`config.mk`:
```
export PLATFORM = sky130hd
export DESIGN_NAME = order_parser_fifo_flat
export DESIGN_NICKNAME = d
export VERILOG_FILES = /design/src/rtl/order_parser_fifo_if.sv /design/src/rtl/order_parser_fifo.sv /design/src/flat_wrapper.sv
export SDC_FILE = /design/constraint.sdc
export NUM_CORES = 2
export LEC_CHECK = 0
export BUFFER_PORTS_ARGS = -buffer_cell sky130_fd_sc_hd__buf_4
export CAP_MARGIN = 40
export CORE_MARGIN = 5
export CORE_UTILIZATION = 34
export CTS_CLUSTER_DIAMETER = 80
export DETAILED_ROUTE_END_ITERATION = 16
export PLACE_DENSITY = 0.55
export SYNTH_ARGS = -nofsm -noshare
export SYNTH_HDL_FRONTEND = slang
export SYNTH_SLANG_ARGS = --single-unit
```
`constraint.sdc`:
```
create_clock -name i_clk -period 5.2 [get_ports i_clk]
set_input_delay 0.26 -clock i_clk [delete_from_list [all_inputs] [get_ports i_clk]]
set_output_delay 0.26 -clock i_clk [all_outputs]
set_load 0.01 [all_outputs]
```
`src/rtl/order_parser_fifo_if.sv`:
```
// Order parser bus: message input, symbol-table write, decoded-order output
// and drop counters. The bench drives through master; the parser is the slave.
interface order_parser_fifo_if #(
   parameter int REG_WIDTH   = 32,
   parameter int NUM_SYMBOLS = 4,
   parameter int CNT_W       = 16
);
   localparam int SYM_W = (NUM_SYMBOLS > 1) ? $clog2(NUM_SYMBOLS) : 1;

   // message input side
   logic                   i_data_valid;
   logic                   o_ready;
   logic [9*REG_WIDTH-1:0] i_msg;

   // symbol-table write port
   logic                   i_sym_wr_en;
   logic [SYM_W-1:0]       i_sym_wr_idx;
   logic [63:0]            i_sym_wr_key;

   // decoded-order output side
   logic                   i_book_ready;
   logic                   o_valid;
   logic [1:0]             o_order_type;
   logic                   o_trade_type;
   logic [SYM_W-1:0]       o_stock_symbol;
   logic [63:0]            o_order_id;
   logic [31:0]            o_price;
   logic [31:0]            o_quantity;
   logic [47:0]            o_curr_time;
   logic [15:0]            o_locate_code;
   logic [15:0]            o_tracking_number;

   // drop counters
   logic [CNT_W-1:0]       o_err_type_cnt;
   logic [CNT_W-1:0]       o_err_sym_cnt;

   modport master (
      output i_data_valid, i_msg, i_sym_wr_en, i_sym_wr_idx, i_sym_wr_key, i_book_ready,
      input  o_ready, o_valid, o_order_type, o_trade_type, o_stock_symbol, o_order_id,
             o_price, o_quantity, o_curr_time, o_locate_code, o_tracking_number,
             o_err_type_cnt, o_err_sym_cnt
   );

   modport slave (
      input  i_data_valid, i_msg, i_sym_wr_en, i_sym_wr_idx, i_sym_wr_key, i_book_ready,
      output o_ready, o_valid, o_order_type, o_trade_type, o_stock_symbol, o_order_id,
             o_price, o_quantity, o_curr_time, o_locate_code, o_tracking_number,
             o_err_type_cnt, o_err_sym_cnt
   );
endinterface

```
`src/rtl/order_parser_fifo.sv`:
```
// Order parser: decodes ADD/CANCEL/EXECUTE messages, resolves the symbol key
// against a small CAM-style table and queues good orders in a FIFO.
// Unknown types and symbol misses are dropped and counted (saturating).
module order_parser_fifo #(
   parameter int REG_WIDTH   = 32,
   parameter int NUM_SYMBOLS = 4,
   parameter int FIFO_DEPTH  = 4,
   parameter int CNT_W       = 16
) (
   input  logic               i_clk,
   input  logic               i_rst_n,
   order_parser_fifo_if.slave bus
);
   localparam int SYM_W = (NUM_SYMBOLS > 1) ? $clog2(NUM_SYMBOLS) : 1;
   localparam int PTR_W = $clog2(FIFO_DEPTH);

   localparam logic [7:0] T_ADD = 8'h41;
   localparam logic [7:0] T_CAN = 8'h58;
   localparam logic [7:0] T_EXE = 8'h45;

   localparam logic [PTR_W:0] CNT_ONE  = (PTR_W+1)'(1);
   localparam logic [PTR_W:0] CNT_FULL = (PTR_W+1)'(FIFO_DEPTH);
   localparam logic [PTR_W-1:0] PTR_ONE = PTR_W'(1);
   localparam logic [CNT_W-1:0] ERR_ONE = CNT_W'(1);

   typedef struct packed {
      logic [1:0]       order_type;
      logic             trade_type;
      logic [SYM_W-1:0] symbol;
      logic [63:0]      order_id;
      logic [31:0]      price;
      logic [31:0]      quantity;
      logic [47:0]      curr_time;
      logic [15:0]      locate;
      logic [15:0]      tracking;
   } order_t;

   logic [7:0]             type_b;
   logic                   known;
   logic [63:0]            key;
   logic [63:0]            sym_key [NUM_SYMBOLS];
   logic [NUM_SYMBOLS-1:0] sym_vld;
   logic [NUM_SYMBOLS-1:0] match;
   logic                   hit;
   logic [SYM_W-1:0]       hit_idx;
   order_t                 push_ord;
   order_t                 mem [FIFO_DEPTH];
   order_t                 head;
   logic [PTR_W-1:0]       wr_ptr, rd_ptr;
   logic [PTR_W:0]         count;
   logic                   rdy_en, full, accept, push, pop;
   logic [CNT_W-1:0]       err_type_cnt, err_sym_cnt;

   assign type_b = bus.i_msg[7:0];

   // classify the type byte and pick out the symbol key for that layout
   always_comb begin
      known = 1'b1;
      key   = '0;
      case (type_b)
         T_ADD:   key = bus.i_msg[255:192];
         T_CAN:   key = bus.i_msg[215:152];
         T_EXE:   key = bus.i_msg[247:184];
         default: known = 1'b0;
      endcase
   end

   for (genvar g = 0; g < NUM_SYMBOLS; g++) begin : g_match
      assign match[g] = sym_vld[g] && (sym_key[g] == key);
   end

   // lowest matching table index wins
   always_comb begin
      hit     = |match;
      hit_idx = '0;
      for (int i = NUM_SYMBOLS - 1; i >= 0; i--)
         if (match[i]) hit_idx = SYM_W'(i);
   end

   // assemble the decoded order; fields absent from a message type stay zero
   always_comb begin
      push_ord           = '0;
      push_ord.symbol    = hit_idx;
      push_ord.order_id  = bus.i_msg[151:88];
      push_ord.curr_time = bus.i_msg[87:40];
      push_ord.locate    = bus.i_msg[23:8];
      push_ord.tracking  = bus.i_msg[39:24];
      case (type_b)
         T_ADD: begin
            push_ord.order_type = 2'd0;
            push_ord.trade_type = |bus.i_msg[159:152];
            push_ord.quantity   = bus.i_msg[191:160];
            push_ord.price      = bus.i_msg[287:256];
         end
         T_CAN:   push_ord.order_type = 2'd1;
         T_EXE: begin
            push_ord.order_type = 2'd2;
            push_ord.quantity   = bus.i_msg[183:152];
         end
         default: push_ord.order_type = 2'd0;
      endcase
   end

   assign full        = (count == CNT_FULL);
   assign bus.o_ready = rdy_en && !full;
   assign bus.o_valid = (count != '0);
   assign accept      = bus.i_data_valid && bus.o_ready;
   assign push        = accept && known && hit;
   assign pop         = bus.o_valid && bus.i_book_ready;

   // symbol table: writes land after this edge's lookup has used the old contents
   always_ff @(posedge i_clk or negedge i_rst_n) begin
      if (!i_rst_n) begin
         sym_vld <= '0;
         for (int i = 0; i < NUM_SYMBOLS; i++) sym_key[i] <= '0;
      end else if (bus.i_sym_wr_en && (int'(bus.i_sym_wr_idx) < NUM_SYMBOLS)) begin
         sym_key[bus.i_sym_wr_idx] <= bus.i_sym_wr_key;
         sym_vld[bus.i_sym_wr_idx] <= 1'b1;
      end
   end

   // FIFO storage, pointers and occupancy; rdy_en keeps o_ready low until the first edge out of reset
   always_ff @(posedge i_clk or negedge i_rst_n) begin
      if (!i_rst_n) begin
         wr_ptr <= '0;
         rd_ptr <= '0;
         count  <= '0;
         rdy_en <= 1'b0;
         for (int i = 0; i < FIFO_DEPTH; i++) mem[i] <= '0;
      end else begin
         rdy_en <= 1'b1;
         if (push) begin
            mem[wr_ptr] <= push_ord;
            wr_ptr      <= wr_ptr + PTR_ONE;
         end
         if (pop) rd_ptr <= rd_ptr + PTR_ONE;
         case ({push, pop})
            2'b10:   count <= count + CNT_ONE;
            2'b01:   count <= count - CNT_ONE;
            default: count <= count;
         endcase
      end
   end

   // saturating drop counters
   always_ff @(posedge i_clk or negedge i_rst_n) begin
      if (!i_rst_n) begin
         err_type_cnt <= '0;
         err_sym_cnt  <= '0;
      end else begin
         if (accept && !known && (err_type_cnt != '1)) err_type_cnt <= err_type_cnt + ERR_ONE;
         if (accept && known && !hit && (err_sym_cnt != '1)) err_sym_cnt <= err_sym_cnt + ERR_ONE;
      end
   end

   assign head                  = mem[rd_ptr];
   assign bus.o_order_type      = head.order_type;
   assign bus.o_trade_type      = head.trade_type;
   assign bus.o_stock_symbol    = head.symbol;
   assign bus.o_order_id        = head.order_id;
   assign bus.o_price           = head.price;
   assign bus.o_quantity        = head.quantity;
   assign bus.o_curr_time       = head.curr_time;
   assign bus.o_locate_code     = head.locate;
   assign bus.o_tracking_number = head.tracking;
   assign bus.o_err_type_cnt    = err_type_cnt;
   assign bus.o_err_sym_cnt     = err_sym_cnt;
endmodule

```
`src/flat_wrapper.sv`:
```
// flat-port wrapper written by rule: the top's interface ports become plain ports
module order_parser_fifo_flat 
#(
   parameter int REG_WIDTH   = 32,
   parameter int NUM_SYMBOLS = 4,
   parameter int FIFO_DEPTH  = 4,
   parameter int CNT_W       = 16
)
  (i_clk, i_rst_n, bus_i_data_valid, bus_i_msg, bus_i_sym_wr_en, bus_i_sym_wr_idx, bus_i_sym_wr_key, bus_i_book_ready, bus_o_ready, bus_o_valid, bus_o_order_type, bus_o_trade_type, bus_o_stock_symbol, bus_o_order_id, bus_o_price, bus_o_quantity, bus_o_curr_time, bus_o_locate_code, bus_o_tracking_number, bus_o_err_type_cnt, bus_o_err_sym_cnt);
  order_parser_fifo_if #(.REG_WIDTH(REG_WIDTH), .NUM_SYMBOLS(NUM_SYMBOLS), .CNT_W(CNT_W)) bus_i ();
  input  logic i_clk;
  input  logic i_rst_n;
  input wire logic [$bits(bus_i.i_data_valid)-1:0] bus_i_data_valid;
  input wire logic [$bits(bus_i.i_msg)-1:0] bus_i_msg;
  input wire logic [$bits(bus_i.i_sym_wr_en)-1:0] bus_i_sym_wr_en;
  input wire logic [$bits(bus_i.i_sym_wr_idx)-1:0] bus_i_sym_wr_idx;
  input wire logic [$bits(bus_i.i_sym_wr_key)-1:0] bus_i_sym_wr_key;
  input wire logic [$bits(bus_i.i_book_ready)-1:0] bus_i_book_ready;
  output wire logic [$bits(bus_i.o_ready)-1:0] bus_o_ready;
  output wire logic [$bits(bus_i.o_valid)-1:0] bus_o_valid;
  output wire logic [$bits(bus_i.o_order_type)-1:0] bus_o_order_type;
  output wire logic [$bits(bus_i.o_trade_type)-1:0] bus_o_trade_type;
  output wire logic [$bits(bus_i.o_stock_symbol)-1:0] bus_o_stock_symbol;
  output wire logic [$bits(bus_i.o_order_id)-1:0] bus_o_order_id;
  output wire logic [$bits(bus_i.o_price)-1:0] bus_o_price;
  output wire logic [$bits(bus_i.o_quantity)-1:0] bus_o_quantity;
  output wire logic [$bits(bus_i.o_curr_time)-1:0] bus_o_curr_time;
  output wire logic [$bits(bus_i.o_locate_code)-1:0] bus_o_locate_code;
  output wire logic [$bits(bus_i.o_tracking_number)-1:0] bus_o_tracking_number;
  output wire logic [$bits(bus_i.o_err_type_cnt)-1:0] bus_o_err_type_cnt;
  output wire logic [$bits(bus_i.o_err_sym_cnt)-1:0] bus_o_err_sym_cnt;
  assign bus_i.i_data_valid = bus_i_data_valid;
  assign bus_i.i_msg = bus_i_msg;
  assign bus_i.i_sym_wr_en = bus_i_sym_wr_en;
  assign bus_i.i_sym_wr_idx = bus_i_sym_wr_idx;
  assign bus_i.i_sym_wr_key = bus_i_sym_wr_key;
  assign bus_i.i_book_ready = bus_i_book_ready;
  assign bus_o_ready = bus_i.o_ready;
  assign bus_o_valid = bus_i.o_valid;
  assign bus_o_order_type = bus_i.o_order_type;
  assign bus_o_trade_type = bus_i.o_trade_type;
  assign bus_o_stock_symbol = bus_i.o_stock_symbol;
  assign bus_o_order_id = bus_i.o_order_id;
  assign bus_o_price = bus_i.o_price;
  assign bus_o_quantity = bus_i.o_quantity;
  assign bus_o_curr_time = bus_i.o_curr_time;
  assign bus_o_locate_code = bus_i.o_locate_code;
  assign bus_o_tracking_number = bus_i.o_tracking_number;
  assign bus_o_err_type_cnt = bus_i.o_err_type_cnt;
  assign bus_o_err_sym_cnt = bus_i.o_err_sym_cnt;
  order_parser_fifo #(.REG_WIDTH(REG_WIDTH), .NUM_SYMBOLS(NUM_SYMBOLS), .FIFO_DEPTH(FIFO_DEPTH), .CNT_W(CNT_W)) u_core (.i_clk(i_clk), .i_rst_n(i_rst_n), .bus(bus_i));
endmodule
```
==> metrics.md <==
| Metric | Value |
|---|---|
| First-pass GRT wire length | between 300000 and 400000 um |
| Largest cells by area after synthesis | dfrtp_1, mux2_1, mux2_2 |
| Largest net degree at the start of global routing | ~170 |
| Die area | between 0.15 and 0.2 mm^2 |
| Endpoints failing hold | 0 |
| Post-Syn Nets | 4217 |
| Cell count after synthesis | roughly 3900 |
| CP max stage delay | between 0.6 and 0.7 ns |
| Uppermost layer routed | met5 |
| CP max FO | 5 |
| Critical Path, Cell by Cell | o22ai_1, nor4_1, o211ai_1, or4_1, or4_4, or4_1, o21ai_0, nor3_1, nand4b_1, ha_1, inv_1, fa_1, xor2_1, nor2_1, xor2_1 |
| First-pass DRT Iterations | 8 |
| Root buf cell | clkbuf_16 |
| DR WL met2 | 101000 um |
| Vias per cell | 5.44 |
| Netlist cell types | 91 |
| Final net count | 5263 |
| Worst hold path type | in -> reg |
| Port Buffers | around 610 |
| Final core utilization | 0.441 |
| Worst-margin pin slew | roughly 0.94 ns |
| DR DRC count | 0 |
| Final Cycle Share | 0.876 |
| Critical path class | reg -> reg |
| Clock power frac | 0.412 |
| Antenna Nets Post-Route | 0 |
| DR vias | 39200 |
| Leakage power | 0.0344 uW |
| DR WL/cell | ~29 um |
| Yosys top cell by area | dfrtp_1 |
| Worst vdd ir | ~0.00034 V |
| Clk slew on worst S/H paths | roughly 0.06 ns |
| Commonest non-fill, non-tap cell in the layout | dfrtp_1 |
| CP delay by family, top | simple AND/OR/NAND/NOR gates |
| Placer Congestion | around 1 |
| Fin crit period | about 4.6 ns |
| Status | completed |
| Num CTS Buffers | around 140 |
| Mapped Avg Cell Area | between 10 and 15 um^2 |
| P_int | between 15000 and 20000 uW |
| Reg power frac | 0.417 |
| Max Clk Rate | roughly 0.22 GHz |
| Net Sw Frac | 0.289 |
| Share of post-route cells with drive strength above 1 | 0.367 |
| Post-synth ARST share | 1.00 |
| Synth Cell Area | approximately 0.056 mm^2 |
| Post-synth EDFFs | 0 |
| Final WL | about 210000 um |
| Antenna violations before repair | 40 |
| Initial Utilization | 0.342 |
| DRT met1 WL | about 84000 um |
| Total gr overflow | 0 |
| #FFs+latches synth | between 1000 and 1500 |
| Hold Worst Slack | 0.0719 ns |
| P&R area growth vs syn | 28.9% |
| Core area | roughly 0.16 mm^2 |
| Worst Path Arrival | ~5.2 ns |
| Post-DP HPWL | ~160000 um |
| Worst Skew | 0.0464 ns |
| Power per standard cell area | about 340 mW/mm^2 |
| Final setup viols | 0 |
| H-tree depth | 4 |
| Critical Path RT | approximately 5.8 ns |
| CP Launch Type | flop |
| Num rows | 148 |
| Critical path endpoint category | flop |
| # IOs | 606 |
| 1st-iter DRT viols | between 3000 and 4000 |
| Ys Warns | 0 |
| Crit-path slowest cell | nor4_1 |
| Die W | just over 400 um |
| Rel. slew slack | 0.373 |
| Met3 wire length | between 10000 and 15000 um |
| Clk_lat worst skew | between 0.7 and 0.8 ns |
| Combinational share of power | 0.171 |
| # fillers | between 10000 and 15000 |
| Clock tree sinks | between 1000 and 1500 |
| Vias in the first global route | 41100 |
| RSZ-0062 raised after global routing | no |
| GRT Total Usage | 0.238 |
| # Max-Cap Violations | 0 |
| Register area share after synthesis | 0.517 |
| Die Ht | 415 um |
| Deepest clock path buffer count | 3 |
| WP buf/inv | 1 |
| Sw Pwr | between 7000 and 8000 uW |
| Most used DFF post-synth | dfrtp_1 |
| CTS tree | done |
| Final slew viol count | 0 |
| Post-synth top area share | 0.517 |
| Commonest cells after routing, fill and taps aside | dfrtp_1, buf_4, mux2_1 |
## cell type report
type                       count  area [um^2]  area share
tap                         2175         2720      0.0379
antenna                       27         67.6    0.000940
clock buffer                 206         4180      0.0581
sequential                  1152        28800       0.401
multi-input combinational   2383        25200       0.350
timing repair buffer        1131        10000       0.139
clock inverter                47          584     0.00813
inverter                      87          327     0.00454
## what timing repair did
item / 4_1_cts / 5_1_grt
setup buffers: 0 / 0
hold endpoints to repair: 1035 / 0
hold buffers: 243 / 0
gates resized for setup: 0 / 0
## registers in the layout (all words and copies together), names as in the netlist
signal / cells
u_core.mem: 852
u_core.bus.o_err_sym_cnt: 16
u_core.rd_ptr: 2
u_core.sym_key: 256
u_core.count: 3
u_core.rdy_en: 1
u_core.sym_vld: 4
u_core.bus.o_err_type_cnt: 16
u_core.wr_ptr: 2
## synthesized netlist by cell type, types with 13 or more instances
cell type  count
dfrtp_1     1152
mux2_1       654
mux2_2       472
mux4_2       213
xor2_1       106
xnor2_1       94
inv_1         86
clkbuf_1      85
buf_6         72
nor2_1        67
mux2i_1       65
nand4_1       64
nand2_1       59
o21ai_0       58
nor4_1        50
o22ai_1       49
and3_1        40
nand2b_1      40
buf_1         35
buf_2         30
a32oi_1       27
o32a_1        19
nor3_1        17
or3_1         17
nand3_1       16
o2bb2ai_1     15
o2111ai_1     13
## power groups by stage
stage / clock [uW] / sequential (uW) / combinational (uW)
final: 10000 / 10100 / 4150
after global routing: 10600 / 10100 / 4420
after CTS: 10300 / 10100 / 4190
after detailed placement: 0 / 10300 / 4020
after global placement: 0 / 10300 / 4030
after floorplan: 0 / 9820 / 2430
## worst paths after layout
kind / slack [ns] / from / end / cells after the start
setup / recovery: 0.64 / u_core.sym_key[101]$_DFFE_PN0P_ / u_core.count[2]$_DFFE_PN0P_ / 15
hold / removal: 0.07 / bus_i_msg[175] / u_core.mem[521]$_DFFE_PN0P_ / 4
setup reg to reg: 0.64 / u_core.sym_key[101]$_DFFE_PN0P_ / u_core.count[2]$_DFFE_PN0P_ / 15
hold reg to reg: 0.48 / u_core.sym_vld[0]$_DFFE_PN0P_ / u_core.sym_vld[0]$_DFFE_PN0P_ / 1
max in group asynchronous: 3.56 / i_rst_n / u_core.mem[177]$_DFFE_PN0P_ / 3
min in group asynchronous: 0.17 / i_rst_n / u_core.mem[474]$_DFFE_PN0P_ / 2
## cells by family after synthesis
family | after synthesis | share of synthesized area
flops | 1152 | 0.517
xor+xnor | 200 | 0.0314
compound gates | 298 | 0.0407
mux | 1404 | 0.325
buf+inv | 315 | 0.0322
simple gates | 472 | 0.0517
other cells | 1 | 0.0000672
fa+ha+maj | 8 | 0.00193
## routing by layer
metal / track usage / vias to the layer above
li1: - / 16600
met1: 0.294 / 20600
met2: 0.392 / 1443
met3: 0.0395 / 537
met4: 0.141 / 4
met5: 0 / -
## worst reg2reg max path: cells and delay by family (launching register included)
family | cells | cell delay (ns)
buffers and inverters | 1 | 0.08
adders and majority gates | 2 | 0.44
and+or+nand+nor | 7 | 2.61
xor gates and xnor gates | 2 | 0.29
AOI/OAI and AO/OA | 3 | 0.49
DFF | 1 | 0.52
## through the flow
step / setup slack [ns] / TNS, ns / instances / power (uW) / cell area, um^2
2_1_floorplan: 0.942 / 0 / 3850 / 12300 / 55800
3_3_place_gp: -0.111 / -0.111 / 6681 / 14300 / 64600
3_5_place_dp: 0.113 / 0 / 6684 / 14300 / 64600
4_1_cts: 0.708 / 0 / 7180 / 24600 / 71800
5_1_grt: 0.494 / 0 / 7201 / 25200 / 71900
6_report: 0.644 / 0 / 7208 / 24300 / 71900
Power figures use the tool's default switching activity.
